File: src/rtl/filt_xfer_sequencer.sv
// filt_xfer_sequencer
//
// Control stage sitting in front of the address-calculation top. It accepts
// one transfer job (filter select, offset, filesize), enables the chosen
// filter, and alternates read bursts (RAM -> accelerator) with write bursts
// (accelerator -> RAM) by steering that filter's read/write pause lines. The
// job retires when the selected filter reports its write-done flag.
//
// Ports:
//   clk, rst                 clock (rising edge), async active-high reset
//   start                    job request, only looked at while idle
//   filt_sel [1:0]           0=FFT, 1=FIR, 2=IIR, 3=illegal (err pulse)
//   offset_in, filesize_in   job base address and length
//   abort                    cancel the active job
//   accel_rd_ready           accelerator can take a read beat
//   accel_wr_valid           accelerator has a write beat
//   *_read_done/_write_done  done flags from the three address calculators
//   offset, filesize         latched job parameters
//   *_enable                 filter enables (one-hot or zero)
//   *_read_pause/_write_pause pause lines, 1 = paused
//   busy                     job in progress
//   job_done                 one-cycle pulse when the job retires
//   err                      one-cycle pulse (illegal select or stall timeout)
//
// Optional build macro: XFER_TIMEOUT_EN adds a stall watchdog that abandons
// the job after TIMEOUT_CYC consecutive cycles without a beat in RD/WR.

module filt_xfer_sequencer #(
    parameter int BURST_LEN   = 16,
    parameter int TIMEOUT_CYC = 1024
) (
    input  logic        clk,
    input  logic        rst,
    input  logic        start,
    input  logic [1:0]  filt_sel,
    input  logic [31:0] offset_in,
    input  logic [31:0] filesize_in,
    input  logic        abort,
    input  logic        accel_rd_ready,
    input  logic        accel_wr_valid,
    input  logic        fft_read_done,
    input  logic        fft_write_done,
    input  logic        fir_read_done,
    input  logic        fir_write_done,
    input  logic        iir_read_done,
    input  logic        iir_write_done,
    output logic [31:0] offset,
    output logic [31:0] filesize,
    output logic        fft_enable,
    output logic        fir_enable,
    output logic        iir_enable,
    output logic        fft_read_pause,
    output logic        fft_write_pause,
    output logic        fir_read_pause,
    output logic        fir_write_pause,
    output logic        iir_read_pause,
    output logic        iir_write_pause,
    output logic        busy,
    output logic        job_done,
    output logic        err
);

    typedef enum logic [2:0] {IDLE, ARM, RD, WR, FIN} state_t;

    localparam logic [7:0] BURST_MAX  = 8'(BURST_LEN);
    localparam logic [7:0] BURST_LAST = 8'(BURST_LEN - 1);

    state_t      state, state_nx;
    logic [1:0]  sel;
    logic [7:0]  beat_cnt, beat_cnt_nx;
    logic        err_nx;
    logic        sel_rd_done, sel_wr_done;
    logic        rd_beat, wr_beat;
    logic        active;
    logic        accept;
    logic        timeout_hit;

    always_comb begin
        sel_rd_done = 1'b0;
        sel_wr_done = 1'b0;
        case (sel)
            2'd0:    begin sel_rd_done = fft_read_done; sel_wr_done = fft_write_done; end
            2'd1:    begin sel_rd_done = fir_read_done; sel_wr_done = fir_write_done; end
            2'd2:    begin sel_rd_done = iir_read_done; sel_wr_done = iir_write_done; end
            default: begin sel_rd_done = 1'b0;          sel_wr_done = 1'b0;           end
        endcase
    end

    // A beat is exactly a cycle in which the selected pause line is low.
    assign rd_beat = (state == RD) && accel_rd_ready;
    assign wr_beat = (state == WR) && accel_wr_valid;
    assign active  = (state == ARM) || (state == RD) || (state == WR);
    assign accept  = (state == IDLE) && start && (filt_sel != 2'd3);

`ifdef XFER_TIMEOUT_EN
    localparam int STALL_W = $clog2(TIMEOUT_CYC + 1);

    logic [STALL_W-1:0] stall_cnt;
    logic               stalling;

    assign stalling    = ((state == RD) && !accel_rd_ready) || ((state == WR) && !accel_wr_valid);
    assign timeout_hit = stalling && (stall_cnt == STALL_W'(TIMEOUT_CYC - 1));

    // Counts consecutive beat-less cycles within one phase; any beat or any
    // state change restarts the count.
    always_ff @(posedge clk or posedge rst) begin
        if (rst) begin
            stall_cnt <= '0;
        end else if (!stalling || (state_nx != state)) begin
            stall_cnt <= '0;
        end else begin
            stall_cnt <= stall_cnt + 1'b1;
        end
    end
`else
    logic unused_timeout_param;

    assign timeout_hit          = 1'b0;
    assign unused_timeout_param = (TIMEOUT_CYC != 0);
`endif

    always_ff @(posedge clk or posedge rst) begin
        if (rst) begin
            state    <= IDLE;
            sel      <= 2'd0;
            offset   <= 32'd0;
            filesize <= 32'd0;
            beat_cnt <= 8'd0;
            err      <= 1'b0;
        end else begin
            state    <= state_nx;
            beat_cnt <= beat_cnt_nx;
            err      <= err_nx;
            if (accept) begin
                sel      <= filt_sel;
                offset   <= offset_in;
                filesize <= filesize_in;
            end
        end
    end

    // Burst sequencing. The beat counter saturates at BURST_LEN and is
    // cleared on every phase change; abort and timeout override everything.
    always_comb begin
        state_nx    = state;
        beat_cnt_nx = beat_cnt;
        err_nx      = 1'b0;

        case (state)
            IDLE: begin
                if (start) begin
                    if (filt_sel != 2'd3) state_nx = ARM;
                    else                  err_nx   = 1'b1;
                end
            end
            ARM: begin
                state_nx    = RD;
                beat_cnt_nx = 8'd0;
            end
            RD: begin
                if (rd_beat && (beat_cnt < BURST_MAX)) beat_cnt_nx = beat_cnt + 8'd1;
                if ((rd_beat && (beat_cnt == BURST_LAST)) || sel_rd_done) begin
                    state_nx    = WR;
                    beat_cnt_nx = 8'd0;
                end
            end
            WR: begin
                if (wr_beat && (beat_cnt < BURST_MAX)) beat_cnt_nx = beat_cnt + 8'd1;
                if (sel_wr_done) begin
                    state_nx = FIN;
                end else if (wr_beat && (beat_cnt == BURST_LAST)) begin
                    // Once reads are finished, keep draining in WR.
                    if (!sel_rd_done) state_nx = RD;
                    beat_cnt_nx = 8'd0;
                end
            end
            FIN: begin
                state_nx = IDLE;
            end
            default: begin
                state_nx = IDLE;
            end
        endcase

        if (active && abort) begin
            state_nx    = IDLE;
            beat_cnt_nx = 8'd0;
            err_nx      = 1'b0;
        end else if (timeout_hit) begin
            state_nx    = IDLE;
            beat_cnt_nx = 8'd0;
            err_nx      = 1'b1;
        end
    end

    // Pause lines open only for the selected filter in the matching phase,
    // so both pauses of one filter can never be low together.
    always_comb begin
        fft_enable      = active && (sel == 2'd0);
        fir_enable      = active && (sel == 2'd1);
        iir_enable      = active && (sel == 2'd2);
        fft_read_pause  = !(rd_beat && (sel == 2'd0));
        fir_read_pause  = !(rd_beat && (sel == 2'd1));
        iir_read_pause  = !(rd_beat && (sel == 2'd2));
        fft_write_pause = !(wr_beat && (sel == 2'd0));
        fir_write_pause = !(wr_beat && (sel == 2'd1));
        iir_write_pause = !(wr_beat && (sel == 2'd2));
        busy            = (state != IDLE);
        job_done        = (state == FIN);
    end

endmodule

File: config.mk
export PLATFORM = sky130hd
export DESIGN_NAME = filt_xfer_sequencer
export DESIGN_NICKNAME = d
export VERILOG_FILES = /design/src/rtl/filt_xfer_sequencer.sv
export SDC_FILE = /design/constraint.sdc
export NUM_CORES = 1
export LEC_CHECK = 0
export ABC_AREA = 1
export CORE_UTILIZATION = 43
export CTS_CLUSTER_SIZE = 10
export DETAILED_ROUTE_END_ITERATION = 8
export GPL_TIMING_DRIVEN = 1
export HOLD_SLACK_MARGIN = 0.02
export PLACE_DENSITY = 0.77
export SLEW_MARGIN = 25
export SYNTH_ARGS = -nofsm -noshare
export SYNTH_HDL_FRONTEND = slang
export SYNTH_SLANG_ARGS = --single-unit
File: constraint.sdc
create_clock -name clk -period 3.3 [get_ports clk]
set_input_delay 0.495 -clock clk [delete_from_list [all_inputs] [get_ports clk]]
set_output_delay 0.495 -clock clk [all_outputs]
set_load 0.005 [all_outputs]
==> summary.txt, run 1 <==
Drt
  • Routed WL: 9420 um
  • Drt drc: 0
  • Initial DRC count: 175
  • Vias/cell: 4.74
  • Detail Route Antenna Nets: 0
  • Via count of the routed design: 3,436
  • Post-DR wirelength/cell: 13.0 um
  • First-pass iteration count of the detailed router: 4

Synthesis
  • Register area share after synthesis: 0.538
  • Cell count after synthesis: 461
  • Post-synth top area cell: dfrtp_1
  • Yosys reg bits: 78
  • Synth cell types: 26
  • Top cells by count, synth: nand2_1 (255), dfrtp_1 (78), inv_1 (28)
  • Synth top area share: 0.538
  • Mapped Area: 3630 um2
  • YS warnings: 0
  • Post-synth EDFFs: 0
  • Mapped Avg Cell Area: 7.87 um2
  • Largest cells by area after synthesis: dfrtp_1 (54%), nand2_1 (26%), inv_1 (2.9%)
  • Synth Flop Type: dfrtp_1
  • Most frequent cell after synthesis: nand2_1
  • Syn nets: 540
  • Asr flop ratio synth: 1.00

Floorplan
  • Floorplan core area: 8180 um2
  • Starting Density: 0.444
  • Die Span X: 93.8 um
  • IO Pins: 154
  • Die area: 8800 um2
  • Die height: 93.8 um
  • Row count: 33

Clocking
  • Clock Path Buffers: 2
  • H-tree depth: 3
  • Post-CTS Repair Setup Buffers: 0
  • Total CTS buffers: 9
  • Clock latency on the worst-skew pair: 340 ps
  • PostCTS Resize Cnt: 0
  • CTS sink cnt: 78
  • CTS root buf: clkbuf_8
  • CTS tree: built
  • CTS Hold Buffers Added: 0
  • Clk slew on worst S/H paths: 70 ps

STA
  • RSZ-0062 raised after global routing: false
  • Worst slew pin tran: 692 ps
  • Period utilization: 0.693
  • Final Hold Viols: 0
  • FMAX: 437 MHz
  • # setup viols final: 0
  • Setup TNS: 0 ps
  • Tmin final: 2290 ps
  • Slew Limit Fails: 0
  • Setup Skew: 10.0 ps
  • Relative max-transition margin: 0.538

Worst setup path
  • Crit start category: register
  • Worst R2R Path Depth: 9
  • Critical path arrival: 1790 ps
  • Max FO, Critical Path: 6
  • CP Class: register to primary output
  • CP Data Required Time: 2800 ps
  • Kind of end point of the critical path: primary output
  • Reg2reg setup slack: 1550 ps
  • Reg2reg start: state[1]
  • Reg-to-reg critical path endpoint: filesize[19]

Run
  • Max Cap Violations: 0

Cells and area
  • Fin nets: 694
  • Fraction of layout cells with a size suffix above 1: 0.0645
  • Area delta synth->final: 50.6%
  • Diode count: 0
  • Final-layout fill cell count: 691

Worst hold path
  • Hold Crit Start: offset[16]
  • Hold WC Path Type: register to register
  • Min-Delay Endpoint: offset[16]
  • WHS Path Cells: 2

Placed design
  • I/O Buffers: 153
  • HPWL Detailed: 6790 um
  • GPL Wtd Cong: 0.872

Pwr
  • Switching fraction of total power: 0.332
  • P_int: 2.89 mW
  • Comb pwr share: 0.429
  • Peak VDD IR: 0.000439 V
  • Clock Power Share: 0.200
  • Cell Pwr Density: 793 nW/um2
  • Leak pwr: 2.73 nW
  • Psw: 1.44 mW
  • Total chip power: 4.33 mW
  • Sequential Power Share: 0.371

Global routing
  • Global-route wire length before repair: 15,600 um
  • Initial antenna violation count: 0
  • GRT Residual Overflow: 0
  • All-Layer GR Usage: 0.226
  • Largest net degree at the start of global routing: 67
  • Vias in the first global route: 3,363

Status
  • Status: finished, final reports clean
## through the flow
stage	cells	setup WS [ps]	util	cell area [um2]	hold WS [ps]
after floorplan	461	810	-	3630	471
after global placement	709	1140	0.638	5210	460
after detailed placement	709	1090	0.638	5210	464
after CTS	725	968	0.668	5460	485
after global routing	725	821	0.668	5460	509
final	725	1010	0.668	5460	479
## final cells by class
| cell class | count | area, um2 | share of cell area |
|---|---|---|---|
| clock inverters | 5 | 106 | 0.0195 |
| well taps | 105 | 131 | 0.0241 |
| clock buffers | 11 | 141 | 0.0259 |
| flip-flops and latches | 78 | 1950 | 0.357 |
| inverters | 34 | 130 | 0.0238 |
| multi-input cells | 336 | 1430 | 0.262 |
| repair buffers | 156 | 1570 | 0.287 |
## power groups by stage
stage / combinational [mW] / clock [mW] / sequential (mW)
global placement: 1.83 / 0 / 1.60
floorplan: 0.799 / 0 / 1.63
finish: 1.86 / 0.864 / 1.61
detailed placement: 1.87 / 0 / 1.61
CTS: 1.88 / 0.888 / 1.61
global route: 2.06 / 0.927 / 1.66
## placed cells by master, fill, tap and decap left out, types with 3 or more instances in the layout
| master | synthesis | routed |
|---|---|---|
| nand3_1 | 15 | 15 |
| bufinv_16 | 0 | 3 |
| inv_1 | 28 | 27 |
| clkbuf_8 | 0 | 10 |
| clkdlybuf4s50_1 | 0 | 153 |
| nor2_4 | 4 | 4 |
| a21oi_1 | 4 | 4 |
| nand4_1 | 4 | 4 |
| dfrtp_1 | 78 | 78 |
| o21ai_0 | 5 | 5 |
| nor3_1 | 3 | 3 |
| xor2_1 | 3 | 3 |
| inv_2 | 5 | 6 |
| nand2_2 | 4 | 4 |
| nor2_2 | 3 | 3 |
| o21ai_1 | 3 | 3 |
| nor2_1 | 25 | 25 |
| nand2_1 | 255 | 255 |
## state kept, by name, summed over array words and instances (netlist names)
| name | count |
|---|---|
| beat_cnt | 8 |
| err | 1 |
| filesize | 32 |
| offset | 32 |
| sel | 2 |
| state | 3 |
## worst max-delay path by stage
stage	startpoint	endpoint	slack (ps)
3_5_place_dp	accel_rd_ready	fir_read_pause	1090
2_1_floorplan	rst	beat_cnt[0]	810
3_3_place_gp	accel_wr_valid	fir_write_pause	1140
5_1_grt	state[1]	fir_enable	820
4_1_cts	state[1]	fir_enable	970
6_report	state[1]	fir_enable	1010
## critical path, stage by stage, from the launching register on
cell and delay, ps:
dfrtp_1 450, nor2_1 70, inv_2 90, nand2_1 130
nor3_1 180, clkdlybuf4s50_1 540
## layer usage
layer	up-vias	track usage	routed length, um	share of wire
met4	0	0.0949	187	0.020
met3	15	0.0688	759	0.081
met5	-	0	0	0
li1	1708	-	-	-
met2	134	0.354	4500	0.48
met1	1579	0.289	3970	0.42
## cell families after synthesis
| kind of cell | after synthesis | share of synthesized area |
|---|---|---|
| compound gates | 15 | 0.0221 |
| xor+xnor | 3 | 0.00725 |
| fa+ha+maj | 1 | 0.00345 |
| buf+inv | 47 | 0.0666 |
| flops | 78 | 0.538 |
| simple gates | 317 | 0.362 |
Note: power is estimated with default switching activity, not from simulation.
==> run 2: changes to the inputs <==
- clock period: 3.3 -> 2.2 ns (I/O delays scaled with it)
==> run 2 against run 1 <==
Effect of this change: design area rose by 0.27%; worst hold slack got worse by 190 ps; register-to-register slack got worse by 1100 ps; first-iteration DRC count fell by 23%; die area did not move; critical path type unchanged; largest power group unchanged.
==> summary.txt, run 2 (same netlist as run 1, synthesis figures left out) <==
Pwr
  • Leak pwr: 2.73 nW
  • Peak VDD IR: 0.000682 V
  • Cell Pwr Density: 1160 nW/um2
  • Total chip power: 6.34 mW

Cells and area
  • Area delta synth->final: 51.0%
  • Most common cell after layout, fill and taps aside: nand2_1
  • Final-layout fill cell count: 686
  • Footprint of the multi-input gates: 1440 um2
  • Sequential cell area: 1950 um2
  • Design area: 5480 um2
  • Diode count: 0
  • Regs by FF count: filesize (32), offset (32), beat_cnt (8)
  • Final Non-Filler Cells: 730
  • Fraction of layout cells with a size suffix above 1: 0.0736
  • Most frequent cells in the layout: nand2_1 (255), clkdlybuf4s50_1 (153), dfrtp_1 (77)
  • Fin nets: 699

Global routing
  • Initial antenna violation count: 0
  • Largest net degree at the start of global routing: 51
  • All-Layer GR Usage: 0.243
  • Global-route wire length before repair: 16,400 um
  • Vias in the first global route: 3,585
  • GRT Residual Overflow: 0

Worst setup path
  • CP Data Required Time: 1870 ps
  • Kind of end point of the critical path: primary output
  • Reg-to-reg critical path endpoint: beat_cnt[7]
  • Worst R2R Path Depth: 8
  • Crit path depth: 5
  • Reg2reg start: beat_cnt[0]
  • Max FO, Critical Path: 6
  • Critical path, cell by cell: nor2_1 > inv_2 > nand2_1 > nor3_1 > clkdlybuf4s50_1
  • CP Class: register to primary output
  • Crit start category: register
  • CP max stage cell: clkdlybuf4s50_1
  • Reg2reg setup slack: 470 ps
  • Crit path buf inv count: 2
  • CP max stage delay: 530 ps
  • Critical path arrival: 1760 ps
  • Worst path top cell family by delay: buffers and inverters

Clocking
  • CTS root buf: clkbuf_8
  • H-tree depth: 3
  • Total CTS buffers: 9
  • Clk slew on worst S/H paths: 80 ps
  • CTS Hold Buffers Added: 0
  • CTS tree: built
  • CTS sink cnt: 78
  • Clock latency on the worst-skew pair: 340 ps
  • Clock Path Buffers: 2

Placed design
  • Placed Cells: 713
  • Placed inst area: 5270 um2
  • Setup WS pre-CTS: 297 ps
  • GPL Wtd Cong: 0.913
  • HPWL Detailed: 7470 um
  • I/O Buffers: 153

Drt
  • Drt drc: 0
  • Vias/cell: 4.76
  • First-pass iteration count of the detailed router: 4
  • Via count of the routed design: 3,473
  • Routed WL: 9850 um
  • Initial DRC count: 134
  • Detail Route Antenna Nets: 0
  • Post-DR wirelength/cell: 13.5 um

Floorplan
  • Row count: 33
  • Starting Density: 0.444
  • Die area: 8800 um2
  • Floorplan core area: 8180 um2
  • IO Pins: 154
  • Die Span X: 93.8 um
  • Die height: 93.8 um

Worst hold path
  • Hold WC Path Type: primary input to asynchronous set/reset pin

STA
  • Tmin final: 2090 ps
  • Relative max-transition margin: 0.806
  • FMAX: 479 MHz
  • Fin Hold WS: 291 ps
  • Setup Skew: 9.44 ps
  • Slew Limit Fails: 0
  • Final Hold Viols: 0
  • Worst setup margin: 112 ps
  • # setup viols final: 0
  • Worst slew pin tran: 290 ps
  • Period utilization: 0.949

Run
  • Max Cap Violations: 0

Status
  • Status: finished, final reports clean
-- run 2: changes by cell type in the layout (fill, tap and decap cells not counted), moves of 2 or more --
| cell | delta |
|---|---|
| buf_12 | +2 |
| bufinv_16 | -2 |
| buf_4 | +3 |
| clkinvlp_4 | +2 |
-- run 2: through the flow --
| step | setup TNS (ps) | utilization |
|---|---|---|
| 2_1_floorplan | 0 | - |
| 3_3_place_gp | 0 | 0.645 |
| 4_1_cts | 0 | 0.668 |
| 3_5_place_dp | 0 | 0.645 |
| 5_1_grt | -1.33 | 0.670 |
| 6_report | 0 | 0.670 |
-- run 2: how the worst max path moves through the flow --
stage | start | endpoint | slack, ps
floorplan | beat_cnt[0] | beat_cnt[7] | 780
global placement | accel_wr_valid | iir_write_pause | 320
CTS | state[1] | fir_enable | 40
detailed placement | accel_wr_valid | fir_write_pause | 300
global route | state[1] | iir_enable | -1
finish | state[1] | iir_enable | 110
-- run 2: final cells by class --
class                           instances  area share
Clock buffer                           11      0.0240
Clock inverter                          5      0.0107
Inverter                               34      0.0245
Multi-Input combinational cell        336       0.263
Sequential cell                        78       0.357
Tap cell                              105      0.0240
Timing Repair Buffer                  161       0.298
-- run 2: where the power goes --
group	leakage, nW	internal [mW]	switching (mW)
logic	1.66	1.57	1.30
registers	0.981	2.04	0.386
clock network	0.0899	0.528	0.520
-- run 2: metal layers --
layer,GRT usage,routed length (um)
met4,0.105,237
met1,0.280,3900
met3,0.0955,895
met2,0.400,4810
met5,0,0
-- run 2: worst register-to-register path, delay by kind of cell (launching register included) --
kind / cells / cell delay (ps)
compound gates: 1 / 80
fa+ha+maj: 1 / 260
flops: 1 / 450
simple gates: 6 / 820
-- run 2: what timing repair did --
item / in CTS / in global routing
endpoints found under the setup margin: 0 / 2
resized for setup: 0 / 2
buffers inserted: 0 / 1
==> run 3: changes to the inputs <==
- CELL_PAD_IN_SITES_DETAIL_PLACEMENT: default -> 1
- CELL_PAD_IN_SITES_GLOBAL_PLACEMENT: default -> 1
- CORE_UTILIZATION: 43 -> 30
==> run 3 against run 2 <==
Effect of this change: sequential power barely moved; the flow now finishes with violations (design-rule violations); first-iteration DRC count increased by 7.5%; largest power group unchanged; flip-flop and latch count unchanged; routed wire length rose by 16%; die area is 42% higher; maximum frequency grew 0.19%; setup slack better by 3.9 ps; non-clock buffer count unchanged; critical path type unchanged; via count up 1.8%; core utilization down 18 points.
==> summary.txt, run 3 (same netlist as run 1, synthesis figures left out) <==
Status
  • Status: complete, but fails checks
  • Violated checks: design-rule violations

Pwr
  • Leak pwr: 2.81 nW
  • Cell Pwr Density: 1230 nW/um2
  • Peak VDD IR: 0.000537 V

Cells and area
  • Fin nets: 699
  • Area delta synth->final: 56.2%
  • Most common cell after layout, fill and taps aside: nand2_1
  • Final Core Density: 0.488
  • Fraction of layout cells with a size suffix above 1: 0.0753
  • Regs by FF count: filesize (32), offset (32), beat_cnt (8)
  • Most frequent cells in the layout: nand2_1 (254), clkdlybuf4s50_1 (152), dfrtp_1 (76)
  • Diode count: 0

Floorplan
  • Die Span X: 112 um
  • Die height: 112 um
  • Floorplan core area: 11,600 um2
  • IO Pins: 154
  • Row count: 39
  • Starting Density: 0.312
  • Die area: 12,500 um2

Placed design
  • GPL Wtd Cong: 0.760
  • I/O Buffers: 153
  • HPWL Detailed: 8570 um

Clocking
  • Clk slew on worst S/H paths: 60 ps
  • Clock latency on the worst-skew pair: 330 ps
  • H-tree depth: 3
  • Total CTS buffers: 9
  • CTS root buf: clkbuf_16
  • CTS tree: built
  • CTS sink cnt: 78
  • Clock Path Buffers: 2

Global routing
  • GRT Residual Overflow: 0
  • All-Layer GR Usage: 0.198
  • Largest net degree at the start of global routing: 38
  • Global-route wire length before repair: 19,500 um
  • Initial antenna violation count: 0
  • Vias in the first global route: 3,948

Drt
  • Routed WL: 11,500 um
  • Detail Route Antenna Nets: 0
  • Drt drc: 2
  • Initial DRC count: 144
  • Via count of the routed design: 3,536
  • First-pass iteration count of the detailed router: 6
  • Post-DR wirelength/cell: 15.0 um
  • Vias/cell: 4.61

STA
  • Slew Limit Fails: 0
  • Period utilization: 0.947
  • # setup viols final: 0
  • Setup TNS: 0 ps
  • FMAX: 480 MHz
  • Final Hold Viols: 0
  • Tmin final: 2080 ps
  • Worst slew pin tran: 555 ps
  • RSZ-0062 raised after global routing: false
  • Setup Skew: 8.74 ps
  • Relative max-transition margin: 0.629

Worst setup path
  • CP Class: register to primary output
  • Crit start category: register
  • CP max stage cell: clkdlybuf4s50_1
  • Max FO, Critical Path: 6
  • Reg2reg start: beat_cnt[0]
  • CP max stage delay: 530 ps
  • Critical path arrival: 1750 ps
  • Kind of end point of the critical path: primary output
  • Critical path launch point: state[1]
  • Critical path, cell by cell: nor2_1 > inv_2 > nand2_1 > nor3_1 > clkdlybuf4s50_1
  • CP Data Required Time: 1870 ps

Run
  • Max Cap Violations: 0

Worst hold path
  • Hold WC Path Type: primary input to asynchronous set/reset pin
-- run 3: report_power, final --
part	internal, mW	switching [mW]	leakage [nW]	total, mW
clock network	1.05	0.579	0.155	1.63
logic	1.56	1.37	1.67	2.93
registers	2.04	0.392	0.980	2.43
total	4.65	2.34	2.81	6.99
-- run 3: cell type report --
class	instances	area [um2]
Sequential cell	78	1950
Timing Repair Buffer	161	1630
Inverter	34	134
Multi-Input combinational cell	336	1440
Tap cell	143	179
Clock inverter	3	67.6
Fill cell	1408	5950
Clock buffer	12	256
-- run 3: layer usage --
| metal | track usage | share of wire | vias up |
|---|---|---|---|
| li1 | - | - | 1721 |
| met2 | 0.342 | 0.50 | 100 |
| met5 | 0 | 0 | - |
| met4 | 0.0862 | 0.024 | 0 |
| met1 | 0.221 | 0.40 | 1696 |
| met3 | 0.0708 | 0.086 | 19 |
-- run 3: path summary, 6_finish.rpt --
check | to | slack, ps | cells after the start
worst max-delay path | iir_enable | 120 | 5
worst min-delay path | filesize[25] | 390 | 2
worst max register to register | beat_cnt[1] | 490 | 8
worst min register to register | offset[8] | 480 | 2
max in group asynchronous | state[0] | 1280 | 3
min in group clk | offset[8] | 480 | 2
-- run 3: through the flow --
stage	setup slack (ps)	cells	hold WS, ps	total power, mW	area, um2
after floorplan	781	461	440	3.64	3630
after global placement	344	750	462	5.27	5310
after detailed placement	319	750	465	5.39	5310
after CTS	57.6	765	403	7.08	5640
after global routing	8.35	767	439	7.52	5670
final	116	767	395	6.99	5670
-- run 3: timing repair --
item,CTS,global route
endpoints found under the setup margin,0,6
buffers inserted,0,2
gates resized for setup,0,5
hold buffers,0,0
-- run 3: worst max-delay path, delay by kind of cell (launching register included) --
| kind | cells | cell delay [ps] |
|---|---|---|
| buf+inv | 2 | 620 |
| flops | 1 | 440 |
| simple gates | 3 | 360 |
==> RTL edit: new RTL, flow settings as in run 3 <==
The option `XFER_TIMEOUT_EN` is turned on by a define.
--- a/src/rtl/filt_xfer_sequencer.sv
+++ b/src/rtl/filt_xfer_sequencer.sv
@@ -25,4 +25,6 @@
 // Optional build macro: XFER_TIMEOUT_EN adds a stall watchdog that abandons
 // the job after TIMEOUT_CYC consecutive cycles without a beat in RD/WR.
+
+`define XFER_TIMEOUT_EN
 
 module filt_xfer_sequencer #(
Formal check against the unedited RTL: no difference found for any inputs over 10 cycles, from zero or initial values and one cycle with rst high; that may be too few to reach the edited logic, so the function may still have changed.
==> RTL edit against run 3 <==
  * Register-to-register slack got worse by 0.25 ns
  * Total power rose by 3.7%
  * Wire length grew 8.7%
  * Synthesized area is 13% higher
  * Sequential share of layout area rose by 1.5 points
  * Cell area grew 9.2%
  * Global-route usage shrank 1.4 points
  * Sequential cell count is 11 higher
  * Maximum frequency shrank 0.73%
  * Clock skew grew 0.0017 ns
  * Worst setup slack worse by 0.015 ns
  * Largest power group unchanged
  * Highest routed layer unchanged
==> RTL edit: results (changes against run 3) <==
{| class="wikitable"
! Metric !! Value
|-
| Top flop regs || filesize x32, offset x32, stall_cnt x11
|-
| Fraction of met1 tracks used by global routing || 21.3% (-0.75 points)
|-
| Number of instances in the placed design || 827 (+10%)
|-
| Total routed wire length on the met1 layer || 5260 um (+16%)
|-
| Largest net degree at the start of global routing || 65 (+71%)
|-
| Slew at the pin with the worst max-slew slack || 0.428 ns (-0.127 ns)
|-
| Final hold slack || 0.298 ns (-0.0962 ns)
|-
| Number of filler cells placed in the layout || 1567 (+11%)
|-
| First-pass DRT Iterations || 4 (-2)
|-
| Share of the yosys chip area belonging to registers || 54.3% (+0.42 points)
|-
| Detail-routed via count per cell || 4.49 (-2.6%)
|-
| Reg2reg setup slack || 0.24 ns (-0.25 ns)
|-
| Detail Route met3 WL || 1090 um (+11%)
|-
| Top post-synthesis cells by count || sky130_fd_sc_hd__nand2_1, sky130_fd_sc_hd__dfrtp_1, sky130_fd_sc_hd__inv_1
|-
| Post-Syn Instances || 506 (+9.8%)
|-
| Highest ir drop seen on vdd || 0.473 mV (-12%)
|-
| Fraction of final layout cells sized beyond drive strength 1 || 8.98% (+1.4 points)
|-
| Total length of routed wires || 12500 um (+8.7%)
|-
| GRT Overall Usage || 18.5% (-1.4 points)
|-
| Ranking of synthesized cells by area || sky130_fd_sc_hd__dfrtp_1, sky130_fd_sc_hd__nand2_1, sky130_fd_sc_hd__inv_1, sky130_fd_sc_hd__nor2_1, sky130_fd_sc_hd__nand3_1
|-
| Leakage power figure || 2.93 nW (+4.3%)
|-
| GR Util met2 || 30.5% (-3.7 points)
|-
| Layout net count || 744 (+6.4%)
|-
| Result of the run || finished clean
|-
| Total nets after synthesis || 586 (+8.5%)
|-
| Maximum clock skew at final layout || 0.0104 ns (+0.00166 ns)
|-
| Final cell count without fillers || 844 (+10%)
|-
| Post-DP Area || 5860 um2 (+10%)
|-
| Final Wtd Congestion || 0.812 (+6.8%)
|}
RTL edit: path summary, 6_finish.rpt:
| kind | end | cells past startpoint | from |
|---|---|---|---|
| setup / recovery | iir_enable | 5 | state[0] |
| hold / removal | beat_cnt[3] | 2 | rst |
| max in group asynchronous | state[1] | 3 | rst |
| setup reg to reg | stall_cnt[8] | 13 | stall_cnt[0] |
| hold reg to reg | filesize[2] | 2 | filesize[2] |
| min in group clk | filesize[2] | 2 | filesize[2] |
RTL edit: metrics by stage:
stage          setup slack [ns]  utilization (%)
2_1_floorplan             0.497                -
3_3_place_gp             0.0936             44.1
3_5_place_dp            -0.0301             44.1
6_report                  0.101             46.5
4_1_cts                  0.0585             46.3
5_1_grt                 0.00234             46.5
RTL edit: power by group through the flow:
| stage | logic, mW | registers (mW) | clock network, mW |
|---|---|---|---|
| after floorplan | 1.24 | 2.64 | 0 |
| after global placement | 2.97 | 2.61 | 0 |
| after detailed placement | 3.05 | 2.64 | 0 |
| after CTS | 3.07 | 2.63 | 1.61 |
| after global routing | 3.39 | 2.70 | 1.67 |
| final | 3.07 | 2.62 | 1.56 |
RTL edit: cell type report:
class	instances	area (um2)	share of cell area (%)
Sequential cell	89	2230	36.0
Multi-Input combinational cell	366	1680	27.1
Timing Repair Buffer	161	1620	26.1
Clock buffer	13	260	4.21
Tap cell	176	220	3.56
Inverter	37	143	2.31
Clock inverter	2	37.5	0.607
RTL edit: cells by family after synthesis:
kind of cell | count (synthesis) | share of synthesized area [%]
buf+inv | 51 | 5.03
xor+xnor | 11 | 2.35
flops | 89 | 54.3
compound gates | 25 | 3.66
fa+ha+maj | 2 | 0.609
simple gates | 328 | 34.1
RTL edit: timing repair:
item / CTS / global route
endpoints found under the setup margin: 2 / 12
setup buffers: 0 / 2
hold buffers: 0 / 0
resized for setup: 1 / 1
